`src/rtl/fp_result_collector.sv`:
```
// Output stage behind the FP multiplier: buffers products in a small FIFO and
// keeps sticky status flags plus operation/exception counters.
module fp_result_collector #(
    parameter int DEPTH = 4,
    parameter int CNT_W = 16
) (
    input  logic                      clk,
    input  logic                      rst_n,
    input  logic                      in_valid,
    output logic                      in_ready,
    input  logic [31:0]               in_z,
    input  logic [7:0]                in_status,
    output logic                      out_valid,
    input  logic                      out_ready,
    output logic [31:0]               out_z,
    output logic [7:0]                out_status,
    output logic [7:0]                flags,
    input  logic                      flags_clr,
    output logic [CNT_W-1:0]          op_count,
    output logic [CNT_W-1:0]          exc_count,
    output logic [$clog2(DEPTH):0]    level
);
    localparam int AW = $clog2(DEPTH);
    localparam int LW = AW + 1;
    localparam logic [LW-1:0] FULL = LW'(DEPTH);

    typedef struct packed {
        logic [31:0] z;
        logic [7:0]  status;
    } entry_t;

    entry_t        mem [DEPTH];
    entry_t        head;
    logic [AW-1:0] wr_ptr, rd_ptr;
    logic          push, pop;
    logic [7:0]    new_bits;

    // in_ready depends only on level, so a full FIFO refuses even while popping.
    assign in_ready  = (level != FULL);
    assign out_valid = (level != '0);
    assign push      = in_valid & in_ready;
    assign pop       = out_valid & out_ready;
    assign new_bits  = {2'b00, in_status[5:0]};

    assign head       = mem[rd_ptr];
    assign out_z      = out_valid ? head.z      : 32'h0;
    assign out_status = out_valid ? head.status : 8'h00;

    // Storage is left unreset; stale entries are masked by out_valid.
    always_ff @(posedge clk) begin
        if (push) mem[wr_ptr] <= {in_z, in_status};
    end

    always_ff @(posedge clk or negedge rst_n) begin
        if (!rst_n) begin
            wr_ptr <= '0;
            rd_ptr <= '0;
            level  <= '0;
        end else begin
            if (push) wr_ptr <= wr_ptr + 1'b1;
            if (pop)  rd_ptr <= rd_ptr + 1'b1;
            case ({push, pop})
                2'b10:   level <= level + 1'b1;
                2'b01:   level <= level - 1'b1;
                default: level <= level;
            endcase
        end
    end

    // A clear drops old state only; the bits of a coincident push still land.
    always_ff @(posedge clk or negedge rst_n) begin
        if (!rst_n) begin
            flags <= 8'h00;
        end else if (flags_clr) begin
            flags <= push ? new_bits : 8'h00;
        end else if (push) begin
            flags <= flags | new_bits;
        end
    end

    always_ff @(posedge clk or negedge rst_n) begin
        if (!rst_n) begin
            op_count  <= '0;
            exc_count <= '0;
        end else if (push) begin
            op_count <= op_count + 1'b1;
            if (|in_status[4:1]) exc_count <= exc_count + 1'b1;
        end
    end
endmodule

```
`config.mk`:
```
export PLATFORM = sky130hd
export DESIGN_NAME = fp_result_collector
export DESIGN_NICKNAME = d
export VERILOG_FILES = /design/src/rtl/fp_result_collector.sv
export SDC_FILE = /design/constraint.sdc
export NUM_CORES = 1
export LEC_CHECK = 0
export ABC_AREA = 1
export BUFFER_PORTS_ARGS = -buffer_cell sky130_fd_sc_hd__buf_2
export CORE_ASPECT_RATIO = 1.2
export CORE_MARGIN = 4
export CORE_UTILIZATION = 50
export CTS_BUF_LIST = sky130_fd_sc_hd__clkbuf_8
export CTS_CLUSTER_DIAMETER = 30
export DETAILED_ROUTE_END_ITERATION = 6
export GPL_ROUTABILITY_DRIVEN = 0
export PLACE_DENSITY = 0.79
export SETUP_SLACK_MARGIN = 0.02
export SLEW_MARGIN = 20
export SYNTH_ARGS = -nofsm -noshare
export SYNTH_HDL_FRONTEND = slang
export SYNTH_SLANG_ARGS = --single-unit
```
`constraint.sdc`:
```
create_clock -name clk -period 4.3 [get_ports clk]
set_clock_uncertainty 0.2 [all_clocks]
set_input_delay 0.645 -clock clk [delete_from_list [all_inputs] [get_ports clk]]
set_output_delay 0.645 -clock clk [all_outputs]
set_load 0.01 [all_outputs]
```
==> results of run 1 <==
-- area by class of cell --
cell class,count,area (sq um)
diodes,1,2.502
flip-flops and latches,205,5933
multi-input cells,485,2355
inverters,52,201.4
well taps,216,270.3
clock buffers,38,523.0
repair buffers,136,708.2
clock inverters,21,192.7
fillers,1359,6730
-- routing by layer --
metal / vias to the layer above / global-route usage / part of all wire
met2: 196 / 0.3178 / 0.50
met1: 2854 / 0.2389 / 0.40
met4: 2 / 0.06370 / 0.020
met5: - / 0 / 0.00038
li1: 2889 / - / -
met3: 29 / 0.05126 / 0.076
-- path summary, 6_finish.rpt --
kind                                            from                        end  slack [ns]  depth (start not counted)
min in group asynchronous                      rst_n  exc_count[11]$_DFFE_PN0P_        0.48                          2
max reg2reg                     level[0]$_DFFE_PN0P_       level[1]$_DFFE_PN0P_        1.66                          8
min                                         in_z[28]       mem[1][36]$_DFFE_PP_        0.15                          1
max                            rd_ptr[0]$_DFFE_PN0P_                  out_z[24]        1.02                          4
min reg2reg                exc_count[15]$_DFFE_PN0P_  exc_count[15]$_DFFE_PN0P_        0.29                          2
max in group asynchronous                      rst_n      rd_ptr[0]$_DFFE_PN0P_        2.99                          2
-- timing repair --
| action | CTS | global route |
|---|---|---|
| hold endpoints to repair | 0 | 45 |
| gates resized for setup | 0 | 0 |
| setup endpoints to repair | 0 | 0 |
| hold buffers | 0 | 1 |
-- synthesized netlist by cell type --
cell,count
xnor2_2,1
nor2_2,4
a21oi_1,41
o21ai_1,16
nand2_4,2
o21ai_0,72
conb_1,1
nand3_4,1
fa_1,1
buf_8,1
buf_2,13
dfrtp_1,45
buf_4,7
xor2_1,15
inv_2,2
o22ai_1,3
nand4_1,7
nand3_1,14
nor3_1,3
buf_12,1
xnor2_1,3
clkbuf_1,10
inv_6,1
nand2_1,89
ha_1,7
inv_1,49
nor2_1,191
nor2_8,1
edfxtp_1,160
nand3b_1,5
buf_1,2
nor2_4,5
nand2_2,2
-- registers in the layout (all words and copies together) (netlist names) --
register and cells:
mem 160, exc_count 16, op_count 16, flags 6, level 3, rd_ptr 2
wr_ptr 2
-- worst max-delay path: cells and delay by family, from the launching register on --
| family | cells | cell delay (ns) |
|---|---|---|
| buffers and inverters | 2 | 0.90 |
| flip-flops | 1 | 0.37 |
| AO/OA/AOI/OAI | 2 | 0.65 |
-- cell families after synthesis --
| group | after synthesis | share of synthesized area |
|---|---|---|
| other | 1 | 0.0004335 |
| XOR/XNOR | 19 | 0.02011 |
| flip-flops | 205 | 0.6857 |
| AO/OA/AOI/OAI | 132 | 0.07681 |
| adder cells (fa/ha/maj) | 8 | 0.01244 |
| AND/OR/NAND/NOR | 324 | 0.1585 |
| buffers and inverters | 86 | 0.04600 |
-- power by group through the flow --
| stage | clock network, W | registers [W] | logic, W |
|---|---|---|---|
| 2_1_floorplan | 0 | 0.00279 | 0.00155 |
| 3_3_place_gp | 0 | 0.00276 | 0.00237 |
| 3_5_place_dp | 0 | 0.00277 | 0.00242 |
| 4_1_cts | 0.00181 | 0.00274 | 0.00244 |
| 5_1_grt | 0.00191 | 0.00278 | 0.00269 |
| 6_report | 0.00177 | 0.00274 | 0.00240 |
-- stage by stage --
stage / cell area (sq um) / worst slack [ns] / power, W / std cells
2_1_floorplan: 8653 / 0.9779 / 0.004340 / 776
3_3_place_gp: 9454 / 1.548 / 0.005134 / 1093
3_5_place_dp: 9454 / 1.509 / 0.005192 / 1093
4_1_cts: 10170 / 0.9562 / 0.006981 / 1152
5_1_grt: 10190 / 0.7889 / 0.007372 / 1154
6_report: 10190 / 1.020 / 0.006902 / 1154
==> results.sh, run 1 <==
export IMPL_overflow=0
export IMPL_clkLatencyLatePin_ns=0.51
export IMPL_grt_usage=0.1899
export IMPL_cts_tree="yes"
export IMPL_routed_wl_um=18420
export IMPL_io_buffers=127
export IMPL_combPwrFrac=0.347
export IMPL_yosys_top_cells_area="edfxtp_1 56%, dfrtp_1 13%, nor2_1 8.3%, o21ai_0 4.2%, nand2_1 3.9%"
export IMPL_critPathCaptureType="output pin"
export IMPL_status="complete, no violations"
export IMPL_die_area_sq_um=19480
export IMPL_start_util=0.5113
export IMPL_ys_types=33
export IMPL_peakVddDrop_uv=382.7
export IMPL_cap_violations=0
export IMPL_core_sq_um=16920
export IMPL_cp_slowest_cell="clkinv_2"
export IMPL_grt_pass1_wl_um=29690
export IMPL_switching_share=0.3656
export IMPL_num_nets_final=969
export IMPL_clkTransAtPathRegs_ns=0.07
export IMPL_yosysWarningCount=0
export IMPL_yosys_area_top_type="edfxtp_1"
export IMPL_clock_sinks=205
export IMPL_grt_antenna_before_repair=2
export IMPL_avgSynthCellArea_sq_um=11.16
export IMPL_synth_area_sq_um=8650
export IMPL_layout_common_cells="187 x nor2_1, 160 x edfxtp_1, 126 x buf_2, 89 x nand2_1, 72 x o21ai_0"
export IMPL_grt_pass1_vias=5846
export IMPL_hold_path_class="primary input to register"
export IMPL_post_route_util=0.6021
export IMPL_h_tree_depth=2
export IMPL_tns_ns=0
export IMPL_seq_area_frac_synth=0.6857
export IMPL_first_iter_violations=515
export IMPL_critPathKind="register to output pin"
export IMPL_grt_max_degree=83
export IMPL_place_hpwl_um=11380
export IMPL_syn_to_final_growth_pct=17.76
export IMPL_cts_root_buf="clkbuf_8"
export IMPL_drc=0
export IMPL_max_freq_mhz=304.9
export IMPL_ioPinCount=130
export IMPL_p_sw_w=0.002523
export IMPL_chipWidth_um=128.1
export IMPL_ys_ff_latch=205
export IMPL_die_y_um=152.1
export IMPL_period_share=0.7628
export IMPL_cp_start_kind="register"
export IMPL_synthCells=775
export IMPL_pwr_share_clk=0.256
export IMPL_powerDensity_nw_per_um2=677.6
export IMPL_worst_pin_slew_ns=0.9552
export IMPL_antenna_left=0
export IMPL_rows=52
export IMPL_worstPathRequired_ns=3.45
export IMPL_worstPathArrival_ns=2.44
export IMPL_layout_drive_gt1_share=0.2220
export IMPL_slew_viol_final=0
export IMPL_fin_crit_ns=3.280
export IMPL_avgViaCountPerCell=5.173
export IMPL_crit_chain="clkinv_2 > o21ai_0 > a21oi_1 > buf_2"
export IMPL_dr_total_vias=5970
export IMPL_synth_top_cell_area_share=0.5555
export IMPL_dr_pass1_iters=5
export IMPL_rsz0062_at_grt="no"
export IMPL_final_common_cell="nor2_1"
export IMPL_finalHoldViolations=0
export IMPL_cp_max_fo=80
export IMPL_cts_buffers=36
export IMPL_post_cts_buffers=0
export IMPL_cellLeakagePower_nw=4.176
export IMPL_avgRoutedWirePerCell_um=15.96
export IMPL_critPathMaxStageDelay_ns=0.71
export IMPL_hold_slack_ns=0.1478
export IMPL_p_int_w=0.004379
export IMPL_slew_headroom=0.3632
export IMPL_setup_viol=0
export IMPL_clock_path_buffers=3
export IMPL_p_seq_frac=0.396
No activity file was read; power rests on OpenSTA's default activity.
==> inputs of run 2 (changes only) <==
--- a/config.mk
+++ b/config.mk
@@ -14,7 +14,7 @@
 export CTS_CLUSTER_DIAMETER = 30
 export DETAILED_ROUTE_END_ITERATION = 6
 export GPL_ROUTABILITY_DRIVEN = 0
-export PLACE_DENSITY = 0.79
+export PLACE_DENSITY = 0.82
 export SETUP_SLACK_MARGIN = 0.02
 export SLEW_MARGIN = 20
 export SYNTH_ARGS = -nofsm -noshare
==> constraint.sdc (replaced) <==
create_clock -name clk -period 3 [get_ports clk]
set_clock_uncertainty 0.2 [all_clocks]
set_input_delay 0.45 -clock clk [delete_from_list [all_inputs] [get_ports clk]]
set_output_delay 0.45 -clock clk [all_outputs]
set_load 0.01 [all_outputs]
==> run 2 against run 1 <==
  * Final cell count grew 4.4%
  * Combinational power grew 47%
  * Register-to-register slack lost 0.90 ns
  * Highest routed layer is now met4
  * Routed wire length grew 2.9%
  * Worst hold slack lost 0.11 ns
==> results.sh, run 2 (synthesis results as in run 1) <==
export IMPL_die_area_sq_um=19480
export IMPL_cts_tree="yes"
export IMPL_slew_viol_final=0
export IMPL_io_buffers=127
export IMPL_place_hpwl_um=11410
export IMPL_grt_max_degree=81
export IMPL_place_area_sq_um=9528
export IMPL_worstPathRequired_ns=2.35
export IMPL_avgRoutedWirePerCell_um=15.73
export IMPL_largest_register="mem"
export IMPL_r2r_start="level[0]$_DFFE_PN0P_"
export IMPL_grt_pass1_wl_um=30180
export IMPL_routed_wl_um=18960
export IMPL_layout_drive_gt1_share=0.2217
export IMPL_cp_start_kind="register"
export IMPL_hold_path_class="primary input to register"
export IMPL_pre_cts_ws_ns=0.7024
export IMPL_critPathMaxStageDelay_ns=0.65
export IMPL_tns_ns=0
export IMPL_slew_headroom=0.5872
export IMPL_peakVddDrop_uv=578.8
export IMPL_worstSetupPathDepth=6
export IMPL_setup_viol=0
export IMPL_worstPathArrival_ns=2.14
export IMPL_finalWorstSetupSlack_ns=0.2063
export IMPL_antenna_left=0
export IMPL_chipWidth_um=128.1
export IMPL_grt_antenna_before_repair=1
export IMPL_layout_common_cells="187 x nor2_1, 160 x edfxtp_1, 127 x buf_2, 89 x nand2_1, 72 x o21ai_0"
export IMPL_cellLeakagePower_nw=4.376
export IMPL_r2r_end="level[2]$_DFFE_PN0P_"
export IMPL_h_tree_depth=2
export IMPL_max_freq_mhz=358.0
export IMPL_die_y_um=152.1
export IMPL_cp_top_family="flip-flops"
export IMPL_start_util=0.5113
export IMPL_ioPinCount=130
export IMPL_reg2regPathDepth=9
export IMPL_worst_pin_slew_ns=0.6192
export IMPL_fin_crit_ns=2.794
export IMPL_num_nets_final=1014
export IMPL_hold_slack_ns=0.03377
export IMPL_status="complete, no violations"
export IMPL_crit_start="rd_ptr[0]$_DFFE_PN0P_"
export IMPL_finalHoldViolations=0
export IMPL_grt_usage=0.1931
export IMPL_critPathKind="register to output pin"
export IMPL_avgViaCountPerCell=5.126
export IMPL_clkTransAtPathRegs_ns=0.05
export IMPL_dr_total_vias=6177
export IMPL_powerDensity_nw_per_um2=936.6
export IMPL_first_iter_violations=458
export IMPL_endpoint="out_z[2]"
export IMPL_clock_sinks=205
export IMPL_critPathCaptureType="output pin"
export IMPL_min_delay_start="flags_clr"
export IMPL_drc=0
export IMPL_cap_violations=0
export IMPL_crit_top_cell="nor2_1"
export IMPL_top_regs="mem (160), exc_count (16), op_count (16)"
export IMPL_overflow=0
export IMPL_cp_slowest_cell="dfrtp_4"
export IMPL_clock_path_buffers=3
export IMPL_r2r_slack_ns=0.76
export IMPL_grt_pass1_vias=6214
export IMPL_core_sq_um=16920
export IMPL_cp_max_fo=29
export IMPL_dr_pass1_iters=5
export IMPL_power_w=0.009973
export IMPL_syn_to_final_growth_pct=23.12
export IMPL_rows=52
export IMPL_rsz0062_at_grt="no"
export IMPL_crit_chain="buf_4 > nor2_1 > nor2_1 > o21ai_0 > a21oi_1 > buf_2"
export IMPL_critical_path_buf_inv_count=2
export IMPL_clkLatencyLatePin_ns=0.51
export IMPL_cts_root_buf="clkbuf_8"
export IMPL_final_common_cell="nor2_1"
export IMPL_largest_reg_flops=160
export IMPL_fillers=1274
export IMPL_cts_buffers=37
export IMPL_post_route_cell_area_sq_um=10650
export IMPL_period_share=0.9312
## run 2: changes by cell type in the layout (fill, tap and decap cells not counted), sizes merged
cell	change
bufinv	-2
dlygate4sd3	+39
clkinvlp	+1
inv	-5
clkinv	+10
buf	+5
clkbuf	+3
## run 2: repair_timing
item                       in CTS  in global routing
hold buffers                   40                  0
hold endpoints to repair      177                  0
resized for setup               0                  1
setup endpoints to repair       0                  4
buffers inserted                0                  0
## run 2: worst reg2reg max path: stages (launching register included)
cell	delay, ns
dfrtp_1	0.43
nor2_2	0.19
nand2_4	0.09
nand2_4	0.17
ha_1	0.18
inv_1	0.07
fa_1	0.37
a21oi_1	0.15
o21ai_0	0.12
xor2_1	0.16
## run 2: report_power, final
part           switching [W]  leakage (nW)  internal, W  total [W]
Clock                0.00110         0.385      0.00136    0.00246
Sequential          0.000302          2.04      0.00369    0.00399
Combinational        0.00226          1.95      0.00126    0.00352
## run 2: final cells by class
type | count | area (sq um) | area share
antenna | 1 | 2.502 | 0.0002350
clock buffer | 41 | 564.3 | 0.05299
clock inverter | 25 | 151.4 | 0.01422
inverter | 52 | 200.2 | 0.01880
multi-input combinational | 485 | 2355 | 0.2211
sequential | 205 | 5934 | 0.5573
tap | 216 | 270.3 | 0.02538
timing repair buffer | 180 | 1171 | 0.1100
## run 2: per-stage QoR
step	std cells	utilization
after global placement	1098	0.5632
after detailed placement	1098	0.5632
after floorplan	776	-
final	1205	0.6295
after CTS	1204	0.6292
after global routing	1205	0.6295
## run 2: per-layer routing
metal / share of wire / up-vias / GRT usage
met4: 0.024 / 0 / 0.06673
met5: 0 / - / 0
li1: - / 2989 / -
met3: 0.068 / 42 / 0.04916
met2: 0.51 / 211 / 0.3357
met1: 0.40 / 2935 / 0.2320
## run 2: worst min path at each step
stage                                 to  depth (start not counted)  slack, ns
6_report            flags[3]$_DFFE_PN0P_                          2       0.03
2_1_floorplan   exc_count[0]$_DFFE_PN0P_                          0      -0.05
5_1_grt              mem[1][2]$_DFFE_PP_                          1       0.01
3_3_place_gp   exc_count[11]$_DFFE_PN0P_                          1       0.25
4_1_cts             flags[2]$_DFFE_PN0P_                          2      0.004
3_5_place_dp   exc_count[13]$_DFFE_PN0P_                          1       0.26
